`src/rtl/counter_pkg.sv`:
```
// Shared constants for the counter/timer set.
// Provides state encoding and the default counter width.
package counter_pkg;

    localparam logic ST_IDLE = 1'b0;
    localparam logic ST_RUN  = 1'b1;

    localparam int DEFAULT_WIDTH = 4;

endpackage

```
`src/rtl/sync_down_counter_jkff_ld.sv`:
```
// JK flip-flop with async active-low clear and synchronous parallel load.
// Ports: clk, rst_n, ld/d (load path), j/k (JK inputs), q (state).
module jkff_ld (
    input  logic clk,
    input  logic rst_n,
    input  logic ld,
    input  logic d,
    input  logic j,
    input  logic k,
    output logic q
);

    logic r_q;

    always_ff @(posedge clk or negedge rst_n) begin
        if (!rst_n) begin
            r_q <= 1'b0;
        end else if (ld) begin
            r_q <= d;
        end else begin
            unique case ({j, k})
                2'b00: r_q <= r_q;
                2'b01: r_q <= 1'b0;
                2'b10: r_q <= 1'b1;
                2'b11: r_q <= ~r_q;
                default: r_q <= r_q;
            endcase
        end
    end

    assign q = r_q;

endmodule

```
`src/rtl/sync_down_counter.sv`:
```
// Loadable synchronous down-counter/timer built from JK flip-flops.
// Ports: clk, rst_n, load, load_val, en, auto_reload in; out, tc, busy out.
module sync_down_counter
    import counter_pkg::*;
#(
    parameter int WIDTH = DEFAULT_WIDTH
) (
    input  logic             clk,
    input  logic             rst_n,
    input  logic             load,
    input  logic [WIDTH-1:0] load_val,
    input  logic             en,
    input  logic             auto_reload,
    output logic [WIDTH-1:0] out,
    output logic             tc,
    output logic             busy
);

    logic             r_state;
    logic [WIDTH-1:0] r_reload;
    logic             r_tc;

    logic [WIDTH-1:0] w_q;
    logic [WIDTH-1:0] w_borrow;
    logic             w_count;
    logic             w_at_one;
    logic             w_reload;
    logic             w_ld;
    logic [WIDTH-1:0] w_d;

    localparam logic [WIDTH-1:0] ONE  = WIDTH'(1);
    localparam logic [WIDTH-1:0] ZERO = '0;

    assign w_count  = (r_state == ST_RUN) && en && !load;
    assign w_at_one = (w_q == ONE);
    // Reaching the terminal edge in periodic mode jumps straight to the
    // reload value instead of decrementing through zero.
    assign w_reload = w_count && w_at_one && auto_reload;
    assign w_ld     = load || w_reload;
    assign w_d      = load ? load_val : r_reload;

    // Bit i toggles only when every lower bit is zero (borrow ripple).
    always_comb begin
        w_borrow    = '0;
        w_borrow[0] = 1'b1;
        for (int i = 1; i < WIDTH; i++) begin
            w_borrow[i] = w_borrow[i-1] & ~w_q[i-1];
        end
    end

    for (genvar g = 0; g < WIDTH; g++) begin : g_bit
        jkff_ld u_ff (
            .clk   (clk),
            .rst_n (rst_n),
            .ld    (w_ld),
            .d     (w_d[g]),
            .j     (w_count & w_borrow[g]),
            .k     (w_count & w_borrow[g]),
            .q     (w_q[g])
        );
    end

    always_ff @(posedge clk or negedge rst_n) begin
        if (!rst_n) begin
            r_state  <= ST_IDLE;
            r_reload <= '0;
            r_tc     <= 1'b0;
        end else if (load) begin
            r_reload <= load_val;
            r_tc     <= 1'b0;
            r_state  <= (load_val != ZERO) ? ST_RUN : ST_IDLE;
        end else if (w_count && w_at_one) begin
            r_tc <= 1'b1;
            if (!auto_reload) begin
                r_state <= ST_IDLE;
            end
        end else begin
            r_tc <= 1'b0;
        end
    end

    assign out  = w_q;
    assign tc   = r_tc;
    assign busy = (r_state == ST_RUN);

endmodule

```
`config.mk`:
```
export PLATFORM = sky130hd
export DESIGN_NAME = sync_down_counter
export DESIGN_NICKNAME = d
export VERILOG_FILES = /design/src/rtl/counter_pkg.sv /design/src/rtl/sync_down_counter_jkff_ld.sv /design/src/rtl/sync_down_counter.sv
export SDC_FILE = /design/constraint.sdc
export NUM_CORES = 1
export LEC_CHECK = 0
export ABC_AREA = 1
export CORE_AREA = 2 2 39 41
export DETAILED_ROUTE_END_ITERATION = 12
export DIE_AREA = 0 0 41 43
export PLACE_DENSITY_LB_ADDON = 0.2
export SYNTH_ARGS = -nofsm -noshare
export SYNTH_HDL_FRONTEND = slang
export SYNTH_HIERARCHICAL = 1
export SYNTH_SLANG_ARGS = --single-unit
```
`constraint.sdc`:
```
create_clock -name clk -period 4.1 [get_ports clk]
set_clock_uncertainty 0.2 [all_clocks]
set_input_delay 0.82 -clock clk [delete_from_list [all_inputs] [get_ports clk]]
set_output_delay 0.82 -clock clk [all_outputs]
set_load 0.005 [all_outputs]
```
==> results of run 1 <==
## state kept, by name (all words and copies together) (netlist names)
name,count
g_bit.u_ff/q,4
tc,1
busy,1
r_reload,4
## cell families after synthesis
kind of cell	count (synthesis)	synth area share [%]
simple gates	47	38.5
buf+inv	20	13.8
flops	10	45.9
compound gates	2	1.83
## cell usage after synthesis
cell	count	area share [%]
nand2_1	30	21
nor4_2	1	2.3
o21ai_0	2	1.8
inv_1	19	13
dfrtp_1	10	46
nand3_1	7	6.4
inv_2	1	0.69
nand3_2	1	1.8
nand2_2	1	1.1
nor2_1	3	2.1
nor2_2	2	2.3
nor3_1	2	1.8
## stage by stage
| step | util, % | instance area [µm²] | total power [mW] | std cells |
|---|---|---|---|---|
| after global placement | 51.0 | 706 | 0.175 | 109 |
| after CTS | 53.6 | 742 | 0.265 | 113 |
| after floorplan | - | 546 | 0.146 | 79 |
| after global routing | 53.6 | 742 | 0.278 | 113 |
| after detailed placement | 51.0 | 706 | 0.176 | 109 |
| final | 53.6 | 742 | 0.261 | 113 |
## routing by layer
metal	up-vias	track usage (%)
li1	271	-
met1	213	21.2
met2	18	22.8
met3	2	4.71
met4	0	8.00
met5	-	0
## cell type report
type,instances,area share [%]
inverter,20,10.1
multi-input combinational,49,29.7
clock buffer,4,4.89
sequential,10,33.7
tap,16,2.70
timing repair buffer,14,18.9
## power by group through the flow
stage	Combinational [mW]	Clock, mW	Sequential, mW
2_1_floorplan	0.0263	0	0.120
3_3_place_gp	0.0548	0	0.120
3_5_place_dp	0.0552	0	0.120
4_1_cts	0.0554	0.0910	0.118
5_1_grt	0.0627	0.0953	0.120
6_report	0.0544	0.0886	0.118
## final timing paths
| check | depth (start not counted) | slack [ns] | startpoint | endpoint |
|---|---|---|---|---|
| setup reg to reg | 8 | 2.62 | g_bit[1].u_ff/q | g_bit[2].u_ff/q |
| min in group asynchronous | 1 | 0.67 | rst_n | g_bit[0].u_ff/q |
| hold / removal | 2 | 0.28 | r_reload[1] | r_reload[1] |
| setup / recovery | 1 | 1.78 | g_bit[0].u_ff/q | out[0] |
| max in group asynchronous | 1 | 2.70 | rst_n | r_reload[2] |
| hold reg to reg | 2 | 0.28 | r_reload[1] | r_reload[1] |
==> results.py, run 1 <==
metrics = {
    "timing": {
        "tightest_slew_ns": 0.469,
        "rsz0062_at_grt": "false",
        "finalSetupViolCount": 0,
        "hold_viol_final": 0,
        "fmax_mhz": 432,
        "period_needed_ns": 2.32,
        "slew_headroom_pct": 68.7,
        "hold_slack_ns": 0.280,
        "fin_ws_ns": 1.78,
        "finalSetupTns_ns": 0,
        "drv_slew": 0,
        "fin_crit_sh_pct": 56.5,
    },
    "detailed_routing": {
        "finalWirelength_um": 1050,
        "drt-met1-wl_um": 477,
        "routed-via-count": 504,
        "dr.pass1.iters": 4,
        "routed_via_density": 4.46,
        "drc": 0,
        "dr.max_layer_used": "met4",
        "first_iter_violations": 15,
        "dr_wl_met2_um": 491,
        "drtAntennaViolNets": 0,
        "wl_per_cell_um": 9.27,
        "route.met3.wl_um": 66,
    },
    "final_layout": {
        "insertedDiodeCount": 0,
        "final_common_cell": "nand2_1",
        "nNetsFinal": 107,
        "multi_input_area_um2": 220,
        "seq_area_um2": 250,
        "area_delta_synth_final_pct": 36.0,
        "layout_common_cells": "nand2_1 (30), inv_1 (19), clkdlybuf4s50_1 (14)",
        "drive_above_1_share_pct": 10.3,
        "fillers": 135,
    },
    "setup_path": {
        "required_ns": 3.08,
        "critPathCaptureType": "primary output",
        "critPathKind": "register to primary output",
        "cp_max_fo": 7,
        "critical_path.cell_chain": "clkdlybuf4s50_1",
        "path_buf_inv": 1,
        "critPathTopFamily": "buffers and inverters",
        "cpPeakStageDelay_ns": 0.55,
        "crit_path_top_delay_cell": "clkdlybuf4s50_1",
        "critPathLaunchType": "register",
        "crit_arrival_ns": 1.30,
    },
    "global_route": {
        "grt_pass1_wl_um": 1870,
        "grt_max_degree": 11,
        "grt_pass1_vias": 455,
        "grt-ovfl-total": 0,
        "grt.total_usage_pct": 16.0,
        "antenna_found_initial": 0,
    },
    "cts": {
        "holdBufCountCts": 0,
        "cts_buffer_depth": 2,
        "cts.sinks": 10,
        "h-tree-depth": 1,
        "cts_setup_buffers": 0,
        "cts_resized": 0,
        "cts.clk_slew.worst_paths_ns": 0.07,
        "cts_made_buffers": 3,
        "tritoncts": "yes",
        "clk_latency_ns": 0.26,
        "cts-root-buf": "clkbuf_4",
    },
    "logic_synthesis": {
        "synth_fp_nets": 88,
        "yosysSeqAreaShare_pct": 45.9,
        "synth_area_um2": 546,
        "ys_ff_latch": 10,
        "synth_cell_types": 12,
        "ys.warnings.count": 6,
        "avgSynthCellArea_um2": 6.91,
        "syn_inst": 79,
    },
    "status": {
        "status": "complete, no violations",
    },
    "pwr": {
        "power_density_nw_per_um2": 352,
        "power_frac_comb_pct": 20.8,
        "power.share.switching_pct": 27.1,
        "power_frac_seq_pct": 45.3,
        "p_leak_nw": 0.394,
        "p_sw_mw": 0.0709,
        "p_clk_share_pct": 33.9,
        "ir_worst_vdd_uv": 227,
        "power.internal_mw": 0.190,
    },
    "floorplanning": {
        "num_io_pins": 15,
        "die_area_um2": 1760,
        "initial_core_util_pct": 39.4,
        "core_area_um2": 1380,
        "die_height_um": 43,
        "rows": 14,
        "die_x_um": 41,
    },
    "hold_path": {
        "min-delay-path-class": "register to register",
    },
    "place": {
        "hpwl_um": 838,
        "port_buffers": 14,
        "place.gp.congestion": 0.706,
        "dpl_worst_slack_ns": 1.70,
    },
    "job": {
        "drv_cap": 0,
    },
}
No activity file was read; power rests on OpenSTA's default activity.
==> run 2: changes to the inputs <==
CORE_AREA = not set   (was 2 2 39 41)
CORE_MARGIN = 2   (was not set)
CORE_UTILIZATION = 40   (was not set)
DIE_AREA = not set   (was 0 0 41 43)
clock period = 1.9 ns   (was 4.1 ns; I/O delays follow)
==> run 2 against run 1 <==
Clock power up 110%. First-iteration DRC count down 73%. Via count up 0.60%. Non-clock buffer count up 2. Cell count up 0.88%. Total power up 120%. Flip-flop and latch count unchanged. Final area up 2.0%. Combinational power up 120%. Clock-buffer cell count unchanged. Critical endpoint is now out[1]. Largest cell class unchanged.
==> results.py, run 2 (synthesis gave the netlist of run 1 again) <==
metrics = {
    "setup_path": {
        "critical_path_depth": 1,
        "reg2reg_slack_ns": 0.41,
        "crit_arrival_ns": 1.21,
        "critPathLaunchType": "register",
        "timing.rr.end": "g_bit[2].u_ff/q",
        "required_ns": 1.32,
        "crit_path_top_delay_cell": "clkdlybuf4s50_1",
        "critPathCaptureType": "primary output",
        "critPathTopFamily": "buffers and inverters",
        "critPathKind": "register to primary output",
        "critical_path.cell_chain": "clkdlybuf4s50_1",
        "cp_max_fo": 6,
        "r2r_start": "g_bit[1].u_ff/q",
        "path_buf_inv": 1,
        "rr_worst_depth": 8,
        "cpPeakStageDelay_ns": 0.53,
    },
    "pwr": {
        "p_sw_mw": 0.149,
        "power.internal_mw": 0.414,
        "p_leak_nw": 0.403,
        "ir_worst_vdd_uv": 614,
        "power.share.switching_pct": 26.4,
        "p_clk_share_pct": 33.0,
        "power_frac_seq_pct": 45.4,
        "power_mw": 0.563,
        "power_frac_comb_pct": 21.6,
        "power_density_nw_per_um2": 744,
    },
    "detailed_routing": {
        "routed-via-count": 507,
        "route.met3.wl_um": 63,
        "routed_via_density": 4.45,
        "dr.max_layer_used": "met3",
        "wl_per_cell_um": 9.32,
        "drc": 0,
        "drt-met1-wl_um": 489,
        "finalWirelength_um": 1060,
        "dr.pass1.iters": 4,
        "drtAntennaViolNets": 0,
        "dr_wl_met2_um": 508,
        "first_iter_violations": 4,
    },
    "timing": {
        "rsz0062_at_grt": "false",
        "hold_viol_final": 0,
        "tightest_slew_ns": 0.456,
        "finalSetupViolCount": 0,
        "fin_crit_sh_pct": 94.4,
        "slew_headroom_pct": 69.5,
        "drv_slew": 0,
        "hold_slack_ns": 0.234,
        "period_needed_ns": 1.79,
        "finalSetupTns_ns": 0,
        "fmax_mhz": 558,
    },
    "final_layout": {
        "fillers": 133,
        "layout_common_cells": "nand2_1 (30), inv_1 (19), clkdlybuf4s50_1 (14)",
        "final_common_cell": "nand2_1",
        "fin_cells": 114,
        "drive_above_1_share_pct": 13.1,
        "nNetsFinal": 109,
        "insertedDiodeCount": 0,
        "area_delta_synth_final_pct": 38.8,
        "utilization_pct": 58.9,
    },
    "floorplanning": {
        "rows": 13,
        "core_area_um2": 1280,
        "die_height_um": 40.9,
        "num_io_pins": 15,
        "die_area_um2": 1680,
        "initial_core_util_pct": 42.5,
        "die_x_um": 40.9,
    },
    "cts": {
        "cts_made_buffers": 3,
        "tritoncts": "yes",
        "cts.clk_slew.worst_paths_ns": 0.06,
        "h-tree-depth": 1,
        "clk_latency_ns": 0.26,
        "cts-root-buf": "clkbuf_4",
        "cts_buffer_depth": 2,
        "holdBufCountCts": 0,
        "cts.sinks": 10,
    },
    "place": {
        "place_inst": 110,
        "port_buffers": 14,
        "hpwl_um": 859,
        "place.gp.congestion": 0.747,
    },
    "global_route": {
        "grt-ovfl-total": 0,
        "grt_max_degree": 11,
        "grt.total_usage_pct": 16.7,
        "grt_pass1_wl_um": 1780,
        "antenna_found_initial": 0,
        "grt_pass1_vias": 467,
    },
    "status": {
        "status": "complete, no violations",
    },
    "job": {
        "drv_cap": 0,
    },
    "hold_path": {
        "min-delay-path-class": "input port to async pin",
    },
}
[run 2: worst max path at each step]
stage / start / slack, ns / endpoint
6_report: g_bit[1].u_ff/q / 0.11 / out[1]
5_1_grt: g_bit[1].u_ff/q / 0.03 / out[1]
4_1_cts: g_bit[0].u_ff/q / 0.02 / out[0]
3_5_place_dp: load / -0.01 / g_bit[2].u_ff/q
3_3_place_gp: load / -0.02 / g_bit[3].u_ff/q
2_1_floorplan: g_bit[1].u_ff/q / 0.53 / g_bit[3].u_ff/q
[run 2: layout make-up]
| class | count | area, µm² | area share (%) |
|---|---|---|---|
| sequential | 10 | 251 | 33.2 |
| multi-input combinational | 49 | 220 | 29.1 |
| timing repair buffer | 16 | 155 | 20.5 |
| inverter | 20 | 75.1 | 9.92 |
| clock buffer | 4 | 36.3 | 4.79 |
| tap | 15 | 18.8 | 2.48 |
[run 2: routing by layer]
layer	global-route usage, %	vias up
li1	-	274
met1	18.5	224
met2	28.9	9
met3	8.15	0
met4	2.50	0
met5	0	-
[run 2: timing repair]
action                     CTS  global route
resized for setup            0             1
buffers inserted             0             0
setup endpoints to repair    0             1
[run 2: power groups by stage]
| stage | logic (mW) | clock network [mW] | registers [mW] |
|---|---|---|---|
| after CTS | 0.123 | 0.192 | 0.256 |
| final | 0.121 | 0.186 | 0.256 |
| after global placement | 0.121 | 0 | 0.259 |
| after detailed placement | 0.123 | 0 | 0.260 |
| after floorplan | 0.0567 | 0 | 0.258 |
| after global routing | 0.140 | 0.203 | 0.260 |
[run 2: through the flow]
stage | instance area (µm²) | setup slack [ns]
after global routing | 757 | 0.0302
after global placement | 719 | -0.0174
after detailed placement | 719 | -0.00994
after floorplan | 546 | 0.533
final | 757 | 0.107
after CTS | 756 | 0.0179
==> run 3: changes to the inputs <==
--- a/config.mk
+++ b/config.mk
@@ -6,9 +6,9 @@
 export NUM_CORES = 1
 export LEC_CHECK = 0
-export ABC_AREA = 1
-export CORE_MARGIN = 2
-export CORE_UTILIZATION = 40
+export CORE_AREA = 2 2 39 41
 export DETAILED_ROUTE_END_ITERATION = 12
+export DIE_AREA = 0 0 41 43
 export PLACE_DENSITY_LB_ADDON = 0.2
+export SLEW_MARGIN = 5
 export SYNTH_ARGS = -nofsm -noshare
 export SYNTH_HDL_FRONTEND = slang
==> constraint.sdc (replaced) <==
create_clock -name clk -period 1.9 [get_ports clk]
set_clock_uncertainty 0.2 [all_clocks]
set_input_delay 0.38 -clock clk [delete_from_list [all_inputs] [get_ports clk]]
set_output_delay 0.38 -clock clk [all_outputs]
set_load 0.01 [all_outputs]
==> run 3 against run 2 <==
Area after synthesis down 8.0%. Final area decreased by 3.6%. Via count fell by 24%. Sequential power shrank 3%. Largest cell class unchanged.
==> results.py, run 3 <==
metrics = {
    "timing": {
        "slew_headroom_pct": 68.8,
        "fin_crit_sh_pct": 97.0,
        "finalSetupViolCount": 0,
        "drv_slew": 0,
        "fmax_mhz": 543,
        "tightest_slew_ns": 0.467,
        "hold_viol_final": 0,
        "finalSetupTns_ns": 0,
        "period_needed_ns": 1.84,
        "fin_ws_ns": 0.0573,
        "rsz0062_at_grt": "false",
    },
    "setup_path": {
        "crit_arrival_ns": 1.26,
        "required_ns": 1.32,
        "critPathCaptureType": "primary output",
        "path_buf_inv": 2,
        "cpPeakStageDelay_ns": 0.53,
        "critical_path.cell_chain": "buf_4 > clkdlybuf4s50_1",
        "r2r_start": "g_bit[2].u_ff/q",
        "crit_path_top_delay_cell": "clkdlybuf4s50_1",
        "critPathTopFamily": "buffers and inverters",
        "critPathLaunchType": "register",
        "worstSetupStartpoint": "g_bit[0].u_ff/q",
        "critPathKind": "register to primary output",
        "cp_max_fo": 6,
    },
    "logic_synthesis": {
        "ys_top_cells_by_count": "dfrtp_1 (10), nor2_1 (5)",
        "synth_compound_area_share_pct": 15.2,
        "synth_top_flop_cell": "dfrtp_1",
        "synth_xor_area_share_pct": 0,
        "synth_edf_count": 0,
        "yosysSeqAreaShare_pct": 49.9,
        "synthMuxAreaShare_pct": 8.98,
        "synth_top_family_by_area": "simple AND/OR/NAND/NOR gates",
        "synth_adder_area_share_pct": 0,
        "synth_area_um2": 502,
        "synth_top_area_share_pct": 49.9,
        "yosysTopAreaCell": "dfrtp_1",
        "ys_top_cells_by_area": "dfrtp_1 (50%), o31ai_2 (10%), mux2_2 (9.0%), and2_1 (5.0%), nand3b_4 (4.0%)",
        "synth_cell_types": 17,
        "ys.warnings.count": 6,
        "yosysMostFrequentCell": "dfrtp_1",
        "async_flop_share_pct": 100,
        "ys_ff_latch": 10,
        "syn_inst": 43,
        "synth_fp_nets": 52,
        "avgSynthCellArea_um2": 11.7,
        "synth_simple_gate_area_share_pct": 24.2,
    },
    "global_route": {
        "grt_pass1_vias": 410,
        "grt_max_degree": 11,
        "grt.total_usage_pct": 16.3,
        "grt_pass1_wl_um": 1830,
        "antenna_found_initial": 0,
        "grt-ovfl-total": 0,
    },
    "detailed_routing": {
        "first_iter_violations": 2,
        "finalWirelength_um": 1080,
        "drc": 0,
        "drtAntennaViolNets": 0,
        "wl_per_cell_um": 13.5,
        "routed-via-count": 386,
        "dr.pass1.iters": 2,
        "routed_via_density": 4.83,
    },
    "place": {
        "dpl_worst_slack_ns": -0.0666,
        "hpwl_um": 845,
        "place.gp.congestion": 0.764,
        "place_inst": 76,
        "port_buffers": 14,
    },
    "cts": {
        "cts_made_buffers": 3,
        "cts.sinks": 10,
        "holdBufCountCts": 0,
        "tritoncts": "yes",
        "cts-root-buf": "clkbuf_4",
        "cts_buffer_depth": 2,
        "cts.clk_slew.worst_paths_ns": 0.07,
        "clk_latency_ns": 0.27,
        "h-tree-depth": 1,
    },
    "final_layout": {
        "utilization_pct": 52.7,
        "insertedDiodeCount": 0,
        "drive_above_1_share_pct": 31.3,
        "layout_common_cells": "clkdlybuf4s50_1 (12), dfrtp_1 (10), nor2_1 (5)",
        "fin_cells": 80,
        "final_common_cell": "clkdlybuf4s50_1",
        "area_delta_synth_final_pct": 45.4,
        "fillers": 135,
        "nNetsFinal": 74,
    },
    "floorplanning": {
        "num_io_pins": 15,
        "initial_core_util_pct": 36.3,
        "die_x_um": 41,
        "die_area_um2": 1760,
        "die_height_um": 43,
        "rows": 14,
        "core_area_um2": 1380,
    },
    "pwr": {
        "power_density_nw_per_um2": 800,
        "ir_worst_vdd_uv": 386,
        "power_mw": 0.584,
        "p_leak_nw": 0.338,
    },
    "job": {
        "drv_cap": 0,
    },
    "status": {
        "status": "complete, no violations",
    },
    "hold_path": {
        "min-delay-path-class": "input port to async pin",
    },
}
-- run 3: area by class of cell --
cell class	instances	area, µm²	area share [%]
multi-input combinational	31	244	33.4
tap	16	20.0	2.74
sequential	10	250	34.3
inverter	1	3.75	0.515
clock buffer	4	36.3	4.97
timing repair buffer	18	175	24.0
-- run 3: kinds of logic (layout without fill, tap and decap cells) --
logic type / count (synthesis) / in the layout
multiplexers: 4 / 4
buffers and inverters: 2 / 23
AND/OR/NAND/NOR: 19 / 19
flip-flops: 10 / 10
AO/OA/AOI/OAI: 8 / 8
-- run 3: through the flow --
| stage | instance area (µm²) | hold slack [ns] |
|---|---|---|
| after floorplan | 502 | -0.116 |
| after global placement | 687 | 0.289 |
| after detailed placement | 687 | 0.292 |
| after CTS | 723 | 0.241 |
| after global routing | 729 | 0.255 |
| final | 729 | 0.231 |
-- run 3: routing by layer --
metal / wire length, µm / track usage [%] / share of wire [%] / vias to the layer above
met5: 0 / 0 / 0 / -
met4: 31 / 12.0 / 2.9 / 0
met3: 97 / 4.19 / 9.0 / 4
met2: 490 / 23.4 / 45 / 15
met1: 464 / 19.7 / 43 / 173
li1: - / - / - / 194
-- run 3: worst paths after layout --
path                            slack (ns)              end  cells past startpoint
worst max register to register        0.18  g_bit[0].u_ff/q                      5
worst min-delay path                  0.23      r_reload[0]                      1
worst max-delay path                  0.06           out[0]                      2
min in group clk                      0.30      r_reload[3]                      1
worst min register to register        0.30      r_reload[3]                      1
max in group asynchronous             0.95  g_bit[0].u_ff/q                      1
-- run 3: what timing repair did --
action,4_1_cts,5_1_grt
gates resized for setup,0,3
setup endpoints to repair,0,6
setup buffers,0,0
-- run 3: where the power goes --
| group | total [mW] | internal, mW | leakage [nW] | switching [mW] |
|---|---|---|---|---|
| sequential | 0.248 | 0.235 | 0.120 | 0.0126 |
| combinational | 0.143 | 0.0801 | 0.197 | 0.0627 |
| clock | 0.193 | 0.116 | 0.0210 | 0.0768 |
| total | 0.584 | 0.432 | 0.338 | 0.152 |
